### src/rtl/lane_shift_shim.sv
// Streaming shim: shifts each signed lane of an AXI-Stream beat left (saturating or
// wrapping) and buffers the result in a small FIFO with skid-free ready/valid handshakes.
module lane_shift_shim #(
    parameter int LANES    = 2,
    parameter int LANE_W   = 32,
    parameter int SHIFT    = 8,
    parameter int SATURATE = 1,
    parameter int DEPTH    = 4
) (
    input  logic                         s00_axis_aclk,
    input  logic                         s00_axis_areset,
    input  logic                         s00_axis_tvalid,
    input  logic                         s00_axis_tlast,
    input  logic [LANES*LANE_W-1:0]      s00_axis_tdata,
    input  logic [LANES*LANE_W/8-1:0]    s00_axis_tstrb,
    output logic                         s00_axis_tready,
    input  logic                         m00_axis_tready,
    output logic                         m00_axis_tvalid,
    output logic                         m00_axis_tlast,
    output logic [LANES*LANE_W-1:0]      m00_axis_tdata,
    output logic [LANES*LANE_W/8-1:0]    m00_axis_tstrb,
    input  logic                         bypass,
    output logic [$clog2(DEPTH):0]       occupancy,
    output logic [LANES-1:0]             sat_sticky,
    output logic [15:0]                  frame_count
);

    localparam int DW = LANES * LANE_W;
    localparam int SW = DW / 8;
    localparam int PW = $clog2(DEPTH);
    localparam int WW = LANE_W + SHIFT;

    localparam logic [PW:0]              FULL     = (PW + 1)'(DEPTH);
    localparam logic signed [LANE_W-1:0] LANE_MAX = {1'b0, {(LANE_W - 1){1'b1}}};
    localparam logic signed [LANE_W-1:0] LANE_MIN = {1'b1, {(LANE_W - 1){1'b0}}};

    // Returns {saturated, result}; the lane is widened first so overflow is visible
    // as a mismatch between the wide value and its sign-extended low half.
    function automatic logic [LANE_W:0] shift_lane(input logic [LANE_W-1:0] lane,
                                                   input logic              do_shift);
        logic signed [WW-1:0]     wide;
        logic signed [WW-1:0]     back;
        logic signed [LANE_W-1:0] low;
        wide = WW'(signed'(lane));
        if (do_shift) begin
            wide = wide <<< SHIFT;
        end
        low  = wide[LANE_W-1:0];
        back = WW'(low);
        if ((back != wide) && (SATURATE != 0)) begin
            return {1'b1, (wide[WW-1] ? LANE_MIN : LANE_MAX)};
        end
        return {1'b0, low};
    endfunction

    logic [DW-1:0]    mem_data [DEPTH];
    logic             mem_last [DEPTH];
    logic [SW-1:0]    mem_strb [DEPTH];

    logic [PW-1:0]    wr_ptr;
    logic [PW-1:0]    rd_ptr;
    logic [PW:0]      count;
    logic             ready_en;
    logic             accept;
    logic             emit;
    logic [DW-1:0]    shifted;
    logic [LANES-1:0] sat_hit;

    for (genvar g = 0; g < LANES; g++) begin : g_lane
        logic [LANE_W:0] res;
        assign res                          = shift_lane(s00_axis_tdata[g*LANE_W +: LANE_W], !bypass);
        assign shifted[g*LANE_W +: LANE_W]  = res[LANE_W-1:0];
        assign sat_hit[g]                   = res[LANE_W];
    end

    // ready_en holds tready low for the reset cycle itself without looking at the reset pin.
    assign s00_axis_tready = ready_en && (count != FULL);
    assign m00_axis_tvalid = (count != '0);
    assign accept          = s00_axis_tvalid && s00_axis_tready;
    assign emit            = m00_axis_tvalid && m00_axis_tready;

    assign m00_axis_tdata  = mem_data[rd_ptr];
    assign m00_axis_tlast  = mem_last[rd_ptr];
    assign m00_axis_tstrb  = mem_strb[rd_ptr];
    assign occupancy       = count;

    // NOTE: registered state uses non-blocking assignments so every flop samples
    // pre-edge values regardless of statement order.
    always_ff @(posedge s00_axis_aclk) begin
        if (s00_axis_areset) begin
            wr_ptr      <= '0;
            rd_ptr      <= '0;
            count       <= '0;
            ready_en    <= 1'b0;
            sat_sticky  <= '0;
            frame_count <= '0;
        end else begin
            ready_en <= 1'b1;
            if (accept) begin
                wr_ptr     <= wr_ptr + PW'(1);
                sat_sticky <= sat_sticky | sat_hit;
            end
            if (emit) begin
                rd_ptr <= rd_ptr + PW'(1);
                if (mem_last[rd_ptr]) begin
                    frame_count <= frame_count + 16'd1;
                end
            end
            case ({accept, emit})
                2'b10:   count <= count + (PW + 1)'(1);
                2'b01:   count <= count - (PW + 1)'(1);
                default: count <= count;
            endcase
        end
    end

    // NOTE: the storage array is deliberately not reset; an entry is only observed
    // once count says it was written, so its reset value would never be seen.
    always_ff @(posedge s00_axis_aclk) begin
        if (accept) begin
            mem_data[wr_ptr] <= shifted;
            mem_last[wr_ptr] <= s00_axis_tlast;
            mem_strb[wr_ptr] <= s00_axis_tstrb;
        end
    end

endmodule
### config.mk
export PLATFORM = sky130hd
export DESIGN_NAME = lane_shift_shim
export DESIGN_NICKNAME = d
export VERILOG_FILES = /design/src/rtl/lane_shift_shim.sv
export SDC_FILE = /design/constraint.sdc
export NUM_CORES = 1
export LEC_CHECK = 0
export ABC_CLOCK_PERIOD_IN_PS = 2760
export CAP_MARGIN = 20
export CORE_MARGIN = 8
export CORE_UTILIZATION = 49
export CTS_CLUSTER_DIAMETER = 200
export DETAILED_ROUTE_END_ITERATION = 10
export PLACE_DENSITY = 0.75
export SYNTH_ARGS = -nofsm -noshare
export SYNTH_HDL_FRONTEND = slang
export SYNTH_SLANG_ARGS = --single-unit
### constraint.sdc
create_clock -name s00_axis_aclk -period 2.76 [get_ports s00_axis_aclk]
set_input_delay 0.414 -clock s00_axis_aclk [delete_from_list [all_inputs] [get_ports s00_axis_aclk]]
set_output_delay 0.414 -clock s00_axis_aclk [all_outputs]
set_load 0.05 [all_outputs]
==> run_results.csv <==
group,metric,value,unit
cts,cts-buffers-inserted,36,
power,comb_power_share,30.0,%
worst_setup_path,start_kind,"register",
drt,wl,28900,um
cts,cts_max_path_buffers,3,
cts,cts_resized,0,
synth,ys_warn_count,0,
cts,worstSkewPairLatency,0.50,ns
floorplanning,die_w,177,um
power,switching_share,31.8,%
sta,relSlewSlack,58.6,%
grt,grt_antenna_before_repair,0,
grt,grt_pass1_wl,44400,um
floorplanning,die_area,31200,um2
synth,syn_area,12700,um2
sta,fin_setup_tns,0,ns
worst_setup_path,critPathSlowestCell,"mux4_2",
placement,gp_routability_congestion,0.839,
synth,synth_nets,737,
synth,synth.area.top_cells,"edfxtp_1 69%, mux4_2 13%, dfxtp_1 4.4%",
synth,syn-instance-count,652,
cts,cts_tree,"done",
sta,hold_viol,0,
cts,ctsHoldBuffers,0,
power,vdd_drop_max,0.000646,V
floorplanning,die_h,177,um
power,clock_power_share,30.9,%
grt,track_usage,18.6,%
flow_run,drv_cap,0,
synth,synth_top_area_share,69.3,%
worst_setup_path,crit_chain,"buf_12 -> mux4_2 -> buf_12",
drt,dr.pass1.iters,5,
drt,wl_per_cell,23.9,um
worst_setup_path,crit_path_frequent_cell,"buf_12",
synth,ys.flop_type,"edfxtp_1",
power,p_leak,5.30,nW
worst_setup_path,cp-end-kind,"primary output",
layout,final_area,16000,um2
worst_hold_path,min_path_type,"reg -> reg",
drt,viasPerCell,5.85,
cts,postCtsSetupRepairBufs,0,
sta,finalSetupViolations,0,
placement,postPlaceCellArea,14800,um2
cts,cts.htree.levels,2,
drt,vias,7073,
synth,avgSynthCellArea,19.4,um2
cts,cts.sinks,320,
layout,final_common_cell,"edfxtp_1",
drt,dr.first_iter.drc_count,471,
floorplanning,core_area,25700,um2
layout,drive_above_1_share,27.1,%
floorplanning,std_cell_rows,59,
drt,remaining_drc_errors,0,
worst_setup_path,critPathRequiredTime,2.35,ns
placement,io_buffers,173,
power,power_density,905,nW/um2
grt,overflow,0,
sta,tightest_slew,0.621,ns
worst_setup_path,worst-r2r-cell-count,9,
layout,finalNetCount,935,
worst_setup_path,endpoint,"m00_axis_tlast",
worst_setup_path,r2r-end,"occupancy[2]",
sta,finClkSkew,0.0212,ns
sta,fin_crit_sh,91.2,%
sta,fin_crit,2.52,ns
synth,synth_top_area_cell,"edfxtp_1",
cts,cts_root_buf,"clkbuf_16",
synth,synth-seq-area-share,73.7,%
outcome,status,"completed",
synth,ys_seq_elements,320,
synth,synth_edf_count,292,
synth,synth_cell_types,36,
cts,clk_pin_slew,0.06,ns
worst_setup_path,critPathArrivalTime,2.10,ns
power,power_switching,4.60,mW
worst_setup_path,slowest_delay,0.73,ns
worst_setup_path,path_buf_inv,2,
sta,drv_slew,0,
worst_setup_path,r2r-start,"occupancy[2]",
worst_setup_path,critical_path_class,"reg -> out",
layout,layout_common_cells,"292 x edfxtp_1, 99 x clkdlybuf4s50_1, 89 x buf_4",
floorplanning,io_pins,174,
layout,area_growth,26.1,%
worst_setup_path,r2r_setup_slack,0.50,ns
sta,rsz0062_at_grt,"no",
worst_setup_path,crit_family,"multiplexers",
layout,antenna-diode-count,0,
placement,hpwl,18900,um
drt,ant_nets,0,
worst_setup_path,crit_fanout,35,
grt,grt_pass1_vias,7303,
power,report.power.total,14.5,mW
power,intPower,9.85,mW
grt,grt_max_degree,39,
layout,nFillCells,1823,
worst_setup_path,cp.depth,3,
power,p_seq_share,39.1,%
floorplanning,start_util,49.3,%
synth,ys_async_sr_fraction,0,%
sta,fmax,0.397,GHz
[cell families after synthesis]
family | synth area share, %
AOI/OAI and AO/OA | 6.57
xor gates and xnor gates | 0.830
adders and majority gates | 0.751
buffers and inverters | 1.82
DFF | 73.7
muxes | 13.1
and+or+nand+nor | 3.26
[power by group through the flow]
stage	clock network (mW)	registers [mW]	logic, mW
after floorplan	0	5.77	3.02
after detailed placement	0	5.75	4.41
after CTS	4.55	5.65	4.43
after global placement	0	5.74	4.39
final	4.46	5.65	4.34
after global routing	4.74	5.67	4.57
[metal layers]
layer  part of all wire (%)  wire, um  track usage (%)
met5                      0         0                0
met1                     40     11500             23.9
met3                    6.0      1740             3.88
met2                     50     14400             30.3
met4                    4.2      1230             8.06
[Yosys cell counts (all sizes together) (5+ instances only)]
master   count
a21o        16
a21oi       13
a221o       23
a2bb2oi     23
and2         6
and4         5
buf         12
clkbuf      31
dfxtp       28
edfxtp     292
ha           6
inv         12
mux4        73
nand2        6
nand3        9
nand4        7
nor2        17
nor4         5
o21ai       31
or3          8
xor2        10
[registers in the layout, summed over array words and instances (netlist names), named ones only]
name	flops
wr_ptr	2
occupancy	3
mem_data	256
frame_count	16
rd_ptr	2
mem_last	4
sat_sticky	2
mem_strb	32
ready_en	1
[how the worst min path moves through the flow]
stage,from,end,cells after the start
floorplan,rd_ptr[1],register,2
global placement,sat_sticky[1],sat_sticky[1],2
detailed placement,sat_sticky[1],sat_sticky[1],2
CTS,sat_sticky[1],sat_sticky[1],2
global route,sat_sticky[1],sat_sticky[1],2
finish,sat_sticky[1],sat_sticky[1],2
[metrics by stage]
step                      worst slack (ns)  utilization, %  cells  hold slack [ns]
after floorplan                      0.133               -    652            0.485
after global placement               0.294            57.8   1146            0.452
after detailed placement             0.288            57.8   1146            0.438
after CTS                            0.181            62.1   1208            0.457
after global routing                 0.131            62.2   1209            0.506
final                                0.242            62.2   1209            0.459
[tightest hold or removal path, stage by stage, from the launching register on]
cell and delay [ns]:
dfxtp_1 0.31, inv_1 0.05, a21oi_1 0.05
[area by class of cell]
type | instances | area, um2 | area share (%)
timing repair buffer | 203 | 1930 | 12.1
clock inverter | 16 | 126 | 0.791
inverter | 12 | 45.0 | 0.282
tap | 335 | 419 | 2.62
sequential | 320 | 9340 | 58.5
multi-input combinational | 277 | 3120 | 19.5
clock buffer | 46 | 990 | 6.20
Power figures use the tool's default switching activity.
